File: config.mk
export PLATFORM = sky130hd
export DESIGN_NAME = bus_cycle_monitor
export DESIGN_NICKNAME = d
export VERILOG_FILES = /design/src/rtl/system_pkg.sv /design/src/rtl/fetch_fifo.sv /design/src/rtl/bus_cycle_monitor.sv
export SDC_FILE = /design/constraint.sdc
export NUM_CORES = 1
export LEC_CHECK = 0
export ABC_AREA = 1
export CORE_UTILIZATION = 45
export DETAILED_ROUTE_END_ITERATION = 10
export GPL_TIMING_DRIVEN = 0
export PLACE_DENSITY = 0.75
export SLEW_MARGIN = 20
export SYNTH_ARGS = -nofsm -noshare
export SYNTH_HDL_FRONTEND = slang
export SYNTH_HIERARCHICAL = 1
export SYNTH_SLANG_ARGS = --single-unit
File: constraint.sdc
create_clock -name clock -period 1.6 [get_ports clock]
set_clock_uncertainty 0.2 [all_clocks]
set_input_delay 0.24 -clock clock [delete_from_list [all_inputs] [get_ports clock]]
set_output_delay 0.24 -clock clock [all_outputs]
set_load 0.03 [all_outputs]
File: src/rtl/system_pkg.sv
// Shared types for the bus cycle monitor: instruction-cycle phase encoding,
// the fetch record layout and the two-word opcode decode.
package system_pkg;

    // Eight clock phases of one instruction cycle, in bus order
    typedef enum logic [2:0] {
        PH_A1 = 3'd0,
        PH_A2 = 3'd1,
        PH_A3 = 3'd2,
        PH_M1 = 3'd3,
        PH_M2 = 3'd4,
        PH_X1 = 3'd5,
        PH_X2 = 3'd6,
        PH_X3 = 3'd7
    } phase_e;

    // Phase tracker state
    typedef enum logic {
        ST_UNSYNC = 1'b0,
        ST_LOCKED = 1'b1
    } mon_state_e;

    // One assembled fetch: 12-bit address, instruction nibbles, second-word flag
    typedef struct packed {
        logic [11:0] addr;
        logic [3:0]  opr;
        logic [3:0]  opa;
        logic        second;
    } fetch_record_t;

    localparam fetch_record_t REC_ZERO = '{addr: 12'h000, opr: 4'h0, opa: 4'h0, second: 1'b0};

    localparam logic [3:0] OPR_JCN = 4'h1;
    localparam logic [3:0] OPR_FIM = 4'h2;
    localparam logic [3:0] OPR_JUN = 4'h4;
    localparam logic [3:0] OPR_JMS = 4'h5;
    localparam logic [3:0] OPR_ISZ = 4'h7;

    // True when the opcode is followed by a second instruction word.
    // FIM and SRC share opr=2; only the even opa form (FIM) is two-word.
    function automatic logic is_two_word(input logic [3:0] opr, input logic opa_lsb);
        logic result;
        case (opr)
            OPR_JCN, OPR_JUN, OPR_JMS, OPR_ISZ: result = 1'b1;
            OPR_FIM: result = ~opa_lsb;
            default: result = 1'b0;
        endcase
        return result;
    endfunction

endpackage

File: src/rtl/fetch_fifo.sv
// Record FIFO with a registered head stage. Capacity counts the head
// register plus the backing storage, so DEPTH records can be held in total.
// DEPTH must be a power of two, at least 2.
module fetch_fifo
    import system_pkg::*;
#(
    parameter int DEPTH = 4
)
(
    input  logic          clock,
    input  logic          reset,
    input  logic          push,
    input  fetch_record_t push_data,
    input  logic          pop,
    output logic          head_valid,
    output fetch_record_t head_data,
    output logic          full,
    output logic          empty,
    output logic          drop
);

    localparam int PW = $clog2(DEPTH);
    localparam int CW = $clog2(DEPTH + 1);

    fetch_record_t mem_r [DEPTH];
    logic [PW-1:0] wr_ptr_r;
    logic [PW-1:0] rd_ptr_r;
    logic [CW-1:0] mem_count_r;
    logic          head_valid_r;
    fetch_record_t head_data_r;

    logic [CW-1:0] total_s;
    logic          pop_s;
    logic          full_s;
    logic          load_s;
    logic          accept_s;
    logic          drop_s;

    // Occupancy and handshake decode; a pop frees room for a same-cycle push
    always_comb begin
        total_s  = mem_count_r + {{(CW-1){1'b0}}, head_valid_r};
        pop_s    = head_valid_r & pop;
        full_s   = (total_s == CW'(DEPTH));
        load_s   = (mem_count_r != {CW{1'b0}}) && (!head_valid_r || pop_s);
        accept_s = push && (!full_s || pop_s);
        drop_s   = push && full_s && !pop_s;
    end

    // Backing storage, written on every accepted push
    always_ff @(posedge clock) begin
        if (accept_s) begin
            mem_r[wr_ptr_r] <= push_data;
        end
    end

    // Pointers, count and the registered head
    always_ff @(posedge clock) begin
        if (reset) begin
            wr_ptr_r     <= {PW{1'b0}};
            rd_ptr_r     <= {PW{1'b0}};
            mem_count_r  <= {CW{1'b0}};
            head_valid_r <= 1'b0;
            head_data_r  <= REC_ZERO;
        end else begin
            if (accept_s) begin
                wr_ptr_r <= wr_ptr_r + PW'(1);
            end
            if (load_s) begin
                rd_ptr_r <= rd_ptr_r + PW'(1);
            end
            mem_count_r <= mem_count_r + CW'(accept_s) - CW'(load_s);
            if (load_s) begin
                head_valid_r <= 1'b1;
                head_data_r  <= mem_r[rd_ptr_r];
            end else if (pop_s) begin
                head_valid_r <= 1'b0;
            end
        end
    end

    assign head_valid = head_valid_r;
    assign head_data  = head_data_r;
    assign full       = full_s;
    assign empty      = (total_s == {CW{1'b0}});
    assign drop       = drop_s;

endmodule

File: src/rtl/bus_cycle_monitor.sv
// Passive monitor of the 4-bit CPU bus: follows the 8-phase cycle from sync,
// assembles address/instruction nibbles and emits one fetch record per cycle.
// Build option MONITOR_FIFO_EN: buffer records in a FIFO_DEPTH-entry FIFO
// with valid/ready handshake and sticky overflow; otherwise a single output
// register pulses rec_valid during X1.
module bus_cycle_monitor
    import system_pkg::*;
#(
    parameter int FIFO_DEPTH = 4
)
(
    input  logic        clock,
    input  logic        reset,
    input  logic        sync,
    input  logic [3:0]  data,
    output logic [2:0]  phase,
    output logic        locked,
    output logic        rec_valid,
    input  logic        rec_ready,
    output logic [11:0] rec_addr,
    output logic [3:0]  rec_opr,
    output logic [3:0]  rec_opa,
    output logic        rec_second,
    output logic        desync,
    output logic        overflow
);

    mon_state_e    state_r;
    phase_e        phase_r;
    logic          desync_r;
    logic          second_r;
    logic [11:0]   addr_r;
    logic [3:0]    opr_r;

    logic          publish_s;
    fetch_record_t record_s;
    fetch_record_t out_rec_s;
    logic          out_valid_s;
    logic          overflow_s;

    // The record completes on the edge ending M2 unless sync aborts the cycle
    always_comb begin
        publish_s = (state_r == ST_LOCKED) && (phase_r == PH_M2) && !sync;
        record_s  = '{addr: addr_r, opr: opr_r, opa: data, second: second_r};
    end

    // Phase tracker, nibble capture, desync pulse and second-word flag
    always_ff @(posedge clock) begin
        if (reset) begin
            state_r  <= ST_UNSYNC;
            phase_r  <= PH_A1;
            desync_r <= 1'b0;
            second_r <= 1'b0;
            addr_r   <= 12'h000;
            opr_r    <= 4'h0;
        end else begin
            case (state_r)
                ST_UNSYNC: begin
                    phase_r  <= PH_A1;
                    desync_r <= 1'b0;
                    second_r <= 1'b0;
                    if (sync) begin
                        state_r <= ST_LOCKED;
                    end
                end
                ST_LOCKED: begin
                    if (sync) begin
                        // sync always realigns; only outside X3 is it a violation
                        phase_r <= PH_A1;
                        if (phase_r != PH_X3) begin
                            desync_r <= 1'b1;
                            second_r <= 1'b0;
                        end else begin
                            desync_r <= 1'b0;
                        end
                    end else if (phase_r == PH_X3) begin
                        state_r  <= ST_UNSYNC;
                        phase_r  <= PH_A1;
                        desync_r <= 1'b1;
                        second_r <= 1'b0;
                    end else begin
                        phase_r  <= phase_e'(phase_r + 3'd1);
                        desync_r <= 1'b0;
                        if (publish_s) begin
                            second_r <= !second_r && is_two_word(opr_r, data[0]);
                        end
                        case (phase_r)
                            PH_A1:   addr_r[3:0]  <= data;
                            PH_A2:   addr_r[7:4]  <= data;
                            PH_A3:   addr_r[11:8] <= data;
                            PH_M1:   opr_r        <= data;
                            default: opr_r        <= opr_r;
                        endcase
                    end
                end
                default: begin
                    state_r  <= ST_UNSYNC;
                    phase_r  <= PH_A1;
                    desync_r <= 1'b0;
                    second_r <= 1'b0;
                end
            endcase
        end
    end

`ifdef MONITOR_FIFO_EN
    logic drop_s;
    logic overflow_r;
    logic fifo_full_unused_s;
    logic fifo_empty_unused_s;

    fetch_fifo #(.DEPTH(FIFO_DEPTH)) u_fifo (
        .clock      (clock),
        .reset      (reset),
        .push       (publish_s),
        .push_data  (record_s),
        .pop        (rec_ready),
        .head_valid (out_valid_s),
        .head_data  (out_rec_s),
        .full       (fifo_full_unused_s),
        .empty      (fifo_empty_unused_s),
        .drop       (drop_s)
    );

    // Sticky flag: a record was lost to a full FIFO
    always_ff @(posedge clock) begin
        if (reset) begin
            overflow_r <= 1'b0;
        end else if (drop_s) begin
            overflow_r <= 1'b1;
        end
    end

    assign overflow_s = overflow_r;
`else
    fetch_record_t out_rec_r;
    logic          out_valid_r;
    logic          unused_s;

    // Single output register; rec_valid pulses for the one clock of X1
    always_ff @(posedge clock) begin
        if (reset) begin
            out_valid_r <= 1'b0;
            out_rec_r   <= REC_ZERO;
        end else begin
            out_valid_r <= publish_s;
            if (publish_s) begin
                out_rec_r <= record_s;
            end
        end
    end

    assign out_valid_s = out_valid_r;
    assign out_rec_s   = out_rec_r;
    assign overflow_s  = 1'b0;
    assign unused_s    = rec_ready ^ (FIFO_DEPTH == 0);
`endif

    assign phase      = phase_r;
    assign locked     = (state_r == ST_LOCKED);
    assign desync     = desync_r;
    assign rec_valid  = out_valid_s;
    assign rec_addr   = out_rec_s.addr;
    assign rec_opr    = out_rec_s.opr;
    assign rec_opa    = out_rec_s.opa;
    assign rec_second = out_rec_s.second;
    assign overflow   = overflow_s;

endmodule

==> impl_metrics.json, run 1 <==
{
  "status": "complete, but fails checks",
  "violations": "negative setup slack",
  "slew_viol_final": 0,
  "ff2ff_path_depth": 9,
  "die_area_sq_um": 4070,
  "grt-ovfl-total": 0,
  "grt_pass1_vias": 1380,
  "critPathKind": "flip-flop to flip-flop",
  "grt-busiest-layer": "met2",
  "worstSkewPairLatency_ns": 0.31,
  "clock.fmax_mhz": 594,
  "crit_arrival_ns": 1.69,
  "route.antenna.remaining_nets": 0,
  "grt_usage_pct": 19.5,
  "ys.flop_type": "dfxtp_1",
  "dr_total_vias": 1538,
  "cts.sinks": 44,
  "via_per_inst": 4.87,
  "numPortBuffers": 32,
  "post-route-min-period_ns": 1.68,
  "synthCells": 215,
  "critPathMaxStageDelay_ns": 0.37,
  "synth.distinct_cells": 18,
  "holdBufCountCts": 0,
  "startpoint_type": "flip-flop",
  "required_ns": 1.61,
  "antenna_found_initial": 0,
  "grt_max_degree": 15,
  "finish.instance_area_sq_um": 2500,
  "grt_use_met3_pct": 3.93,
  "hold-worst-slack_ns": 0.00534,
  "cp.depth": 9,
  "netlist_area_sq_um": 1720,
  "cpLargestDelayFamily": "adder cells",
  "die_w_microns": 63.8,
  "initial_core_util_pct": 47.0,
  "timing.rr.start": "phase[0]",
  "synth.top_cell.area_share_pct": 51.2,
  "cap_violations": 0,
  "cp-end-kind": "flip-flop",
  "synth_edf_count": 0,
  "die_h_microns": 63.8,
  "placed_cells": 295,
  "synth_fp_nets": 231,
  "peakVddDrop_v": 0.000643,
  "min_period_over_period_pct": 105,
  "grt_pass1_wl_mm": 6.11,
  "worstPathMaxFanout": 5,
  "area_growth_pct": 45.3,
  "crit_top_cell": "ha_4",
  "clockBufferDepth": 2,
  "setup.worst_path.end": "addr_r[1]",
  "p_leak_nw": 1.18,
  "synth.most_common_cell": "nor2_1",
  "finalNonFillerCells": 316,
  "ys_ff_latch": 44,
  "r2r_end": "addr_r[1]",
  "crit_path_start": "phase[0]",
  "firstDrtPassIters": 4,
  "met2_usage_pct": 30.9,
  "clk_pin_slew_ns": 0.08,
  "gp_congestion": 0.821,
  "drt_wl_total_mm": 3.72,
  "final_nets": 283,
  "drtIter0Drc": 55,
  "dpl_cell_area_sq_um": 2190,
  "path_cells": "ha_4 -> ha_4 -> inv_4 -> ha_4 -> nand2_8 -> inv_6 -> nand3_4 -> o21ai_1 -> nor2_1",
  "ys_seq_area_share_pct": 51.2,
  "fin_ws_ns": -0.0849,
  "cts_tree": "built",
  "met1_usage_pct": 24.7,
  "worst-path-buf-inv": 2,
  "cts_max_level": 2,
  "rsz0062_at_grt": "yes",
  "wl_per_cell_microns": 11.8,
  "finalSetupViolCount": 29,
  "crit_slowest_cell": "dfxtp_4",
  "num_antenna_cells": 0,
  "cts_made_buffers": 5,
  "power_density_nw_per_um2": 813,
  "root_buffer": "clkbuf_8",
  "syn_avg_cell_area_sq_um": 8.00,
  "synth_common_cells": "nor2_1, dfxtp_1, o21ai_0",
  "row_count": 22,
  "rrSetupSlack_ns": -0.08,
  "synth_top_cell_by_area": "dfxtp_1",
  "top_level_ports": 36,
  "hold_path_class": "input pin to flip-flop",
  "core-area_sq_um": 3660,
  "async_flop_share_pct": 0,
  "hpwl_mm": 2.49,
  "yosysWarnings": 6,
  "synth_area_leaders": "dfxtp_1, nor2_1, o21ai_0",
  "drc_errors": 0,
  "finalHoldViolCount": 0,
  "layout-drive-gt1-share_pct": 27.2
}
==> logic make-up (layout without fill, tap and decap cells) <==
| logic type | after synthesis | in the layout | synth area share (%) |
|---|---|---|---|
| other | 1 | 1 | 0.218 |
| and+or+nand+nor | 88 | 88 | 21.1 |
| AOI/OAI and AO/OA | 49 | 49 | 14.3 |
| DFF | 44 | 44 | 51.2 |
| adders and majority gates | 8 | 8 | 5.82 |
| buffers and inverters | 25 | 78 | 7.42 |
==> registers in the layout, summed over array words and instances (netlist names) <==
register / cells
rec_addr: 12
locked: 1
rec_valid: 1
second_r: 1
desync: 1
rec_second: 1
rec_opa: 4
phase: 3
opr_r: 4
addr_r: 12
rec_opr: 4
==> report_power, final <==
part | switching [mW] | internal [mW] | total, mW
Clock | 0.392 | 0.399 | 0.791
Sequential | 0.0114 | 1.10 | 1.11
Combinational | 0.0777 | 0.0477 | 0.125
==> how the worst min path moves through the flow <==
stage / end / slack, ns / startpoint / cells after the start
finish: rec_opr[3] / 0.005 / reset / 2
global route: rec_opr[3] / 0.01 / reset / 2
CTS: opr_r[1] / 0.01 / reset / 2
detailed placement: rec_second / 0.25 / rec_second / 2
global placement: phase[0] / 0.25 / phase[0] / 1
floorplan: addr_r[10] / 0.17 / data[2] / 2
==> per-layer routing <==
layer,routed length (microns),share of wire [%]
met4,85,2.3
met2,1750,47
met1,1760,47
met3,122,3.3
met5,0,0
==> cell type report <==
type / count / area [sq um]
buffer: 8 / 68.8
fill: 313 / 1160
sequential: 44 / 891
clock inverter: 2 / 12.5
timing repair buffer: 45 / 419
tap: 48 / 60.1
multi-input combinational: 146 / 873
inverter: 17 / 81.3
clock buffer: 6 / 93.8
==> through the flow <==
| stage | setup TNS, ns | utilization [%] | power (mW) | setup slack (ns) |
|---|---|---|---|---|
| 5_1_grt | -3.52 | 68.3 | 2.12 | -0.185 |
| 3_3_place_gp | -6.25 | 59.7 | 1.25 | -0.232 |
| 3_5_place_dp | -6.94 | 59.7 | 1.25 | -0.266 |
| 2_1_floorplan | -0.497 | - | 1.21 | -0.0536 |
| 4_1_cts | -0.983 | 63.4 | 2.02 | -0.0837 |
| 6_report | -1.12 | 68.3 | 2.03 | -0.0849 |
==> layout by cell type, fill, tap and decap left out, types with 2 or more instances in the layout <==
| master | count |
|---|---|
| nor2_1 | 54 |
| dfxtp_1 | 40 |
| dlygate4sd2_1 | 24 |
| o21ai_0 | 15 |
| o21ai_1 | 14 |
| nand2_1 | 13 |
| a21oi_1 | 10 |
| inv_1 | 9 |
| buf_4 | 9 |
| o21ai_2 | 7 |
| nor2_2 | 5 |
| clkbuf_8 | 5 |
| clkdlybuf4s50_1 | 5 |
| nand2_2 | 4 |
| buf_2 | 4 |
| nand3_1 | 4 |
| buf_6 | 4 |
| ha_4 | 4 |
| ha_1 | 4 |
| inv_2 | 3 |
| inv_4 | 3 |
| a21oi_2 | 3 |
| nand2_4 | 2 |
| inv_6 | 2 |
| buf_8 | 2 |
| nor2_4 | 2 |
| clkbuf_16 | 2 |
| dfxtp_2 | 2 |
| clkbuf_2 | 2 |
| dfxtp_4 | 2 |
==> repair_timing <==
action	CTS	global route
buffers inserted	2	9
endpoints found under the setup margin	64	35
resized for setup	37	46
pin swaps	6	17
gates cloned	0	2
No activity file was read; power rests on OpenSTA's default activity.
==> run 2, diff against run 1 <==
Settings changed: CORE_UTILIZATION 45 to 49, PLACE_DENSITY 0.75 to 0.77.
Clock period 1.6 ns to 1.8 ns, I/O delays scaled along.
==> run 2 against run 1 <==
  * The flow now finishes without violations
  * Final cell count shrank 2.8%
  * Combinational power fell by 18%
  * Design area down 9.7%
  * Largest cell class unchanged
  * Highest routed layer unchanged
==> impl_metrics.json, run 2 (synthesis gave the netlist of run 1 again) <==
{
  "p_leak_nw": 1.12,
  "row_count": 21,
  "status": "finished clean",
  "grt-ovfl-total": 0,
  "final_common_cell": "nor2_1",
  "initial_core_util_pct": 51.6,
  "hp-start": "rec_opr[3]",
  "core-area_sq_um": 3340,
  "crit_path_start": "phase[0]",
  "gp_congestion": 0.796,
  "via_per_inst": 4.99,
  "wl_per_cell_microns": 11.8,
  "required_ns": 1.90,
  "worstSkewPairLatency_ns": 0.35,
  "post-place-ws_ns": -0.136,
  "placed_cells": 293,
  "cp-end-kind": "flip-flop",
  "power_mw": 1.59,
  "final_nets": 276,
  "cts_made_buffers": 5,
  "route.antenna.remaining_nets": 0,
  "crit_arrival_ns": 1.84,
  "num_antenna_cells": 0,
  "regArea_sq_um": 888,
  "antenna_found_initial": 0,
  "hold-worst-slack_ns": 0.268,
  "min_period_over_period_pct": 96.9,
  "hold_path_class": "flip-flop to flip-flop",
  "cts_max_level": 2,
  "grt_max_degree": 14,
  "grt_pass1_wl_mm": 5.66,
  "finalSetupViolCount": 0,
  "die_h_microns": 61.3,
  "drt_wl_total_mm": 3.62,
  "timing.rr.start": "phase[0]",
  "die_w_microns": 61.3,
  "numPortBuffers": 32,
  "grt_pass1_vias": 1282,
  "drc_errors": 0,
  "startpoint_type": "flip-flop",
  "finalNonFillerCells": 307,
  "slew_viol_final": 0,
  "multi_input_area_sq_um": 788,
  "worstPathMaxFanout": 4,
  "clk_pin_slew_ns": 0.12,
  "hpwl_mm": 2.49,
  "dpl_cell_area_sq_um": 2120,
  "mostFrequentLayoutCells": "nor2_1, dfxtp_1, o21ai_0, dlygate4sd2_1, nand2_1",
  "layout-drive-gt1-share_pct": 18.0,
  "cap_violations": 0,
  "clock.fmax_mhz": 573,
  "drtIter0Drc": 81,
  "power_density_nw_per_um2": 703,
  "die_area_sq_um": 3750,
  "cts_tree": "built",
  "post-route-min-period_ns": 1.74,
  "root_buffer": "clkbuf_4",
  "firstDrtPassIters": 4,
  "dr_total_vias": 1532,
  "finish.instance_area_sq_um": 2260,
  "clockBufferDepth": 2,
  "grt_usage_pct": 20.9,
  "finalHoldViolCount": 0,
  "cts.sinks": 44,
  "area_growth_pct": 31.3,
  "n_fill_cell": 301,
  "peakVddDrop_v": 0.000522,
  "fin_ws_ns": 0.0560,
  "critPathKind": "flip-flop to flip-flop",
  "top_level_ports": 36
}
## run 2: layout make-up
cell class | count | area share [%]
buffer | 8 | 2.71
clock buffer | 6 | 2.27
tap | 46 | 2.55
multi-input combinational | 146 | 34.9
sequential | 44 | 39.3
timing repair buffer | 38 | 14.6
inverter | 17 | 3.16
clock inverter | 2 | 0.443
## run 2: worst max-delay path: stages (launching register included)
cell and delay [ns]:
dfxtp_4 0.37, ha_2 0.18, ha_2 0.18, inv_2 0.07
ha_4 0.13, nand2_4 0.08, inv_4 0.10, buf_4 0.12
nand3_1 0.10, a21oi_1 0.16
## run 2: per-stage QoR
step | TNS, ns | util [%]
2_1_floorplan | 0 | -
3_3_place_gp | -1.15 | 63.4
3_5_place_dp | -1.62 | 63.4
4_1_cts | -0.130 | 65.6
5_1_grt | -0.0487 | 67.7
6_report | 0 | 67.7
## run 2: power by group
group / total [mW] / internal (mW) / switching (mW) / leakage (nW)
Clock: 0.494 / 0.186 / 0.308 / 0.0380
Combinational: 0.103 / 0.0396 / 0.0636 / 0.722
Sequential: 0.990 / 0.982 / 0.00798 / 0.357
## run 2: routing by layer
layer  track usage, %  wire [microns]  up-vias
li1                 -               -      784
met1             25.0            1610      698
met2             34.8            1760       43
met3             5.67             176        7
met4             10.4              79        0
met5                0               0        -
## run 2: repair_timing
action | CTS | global route
pin swaps | 2 | 3
hold endpoints to repair | 6 | 0
gates resized for setup | 36 | 21
setup buffers | 3 | 2
setup endpoints to repair | 41 | 35
hold buffers | 1 | 0
## run 2: final timing paths
check,to,slack [ns],depth (start not counted)
worst max-delay path,opr_r[1],0.06,9
worst min-delay path,rec_opr[3],0.27,2
worst max register to register,opr_r[1],0.06,9
worst min register to register,rec_opr[3],0.27,2
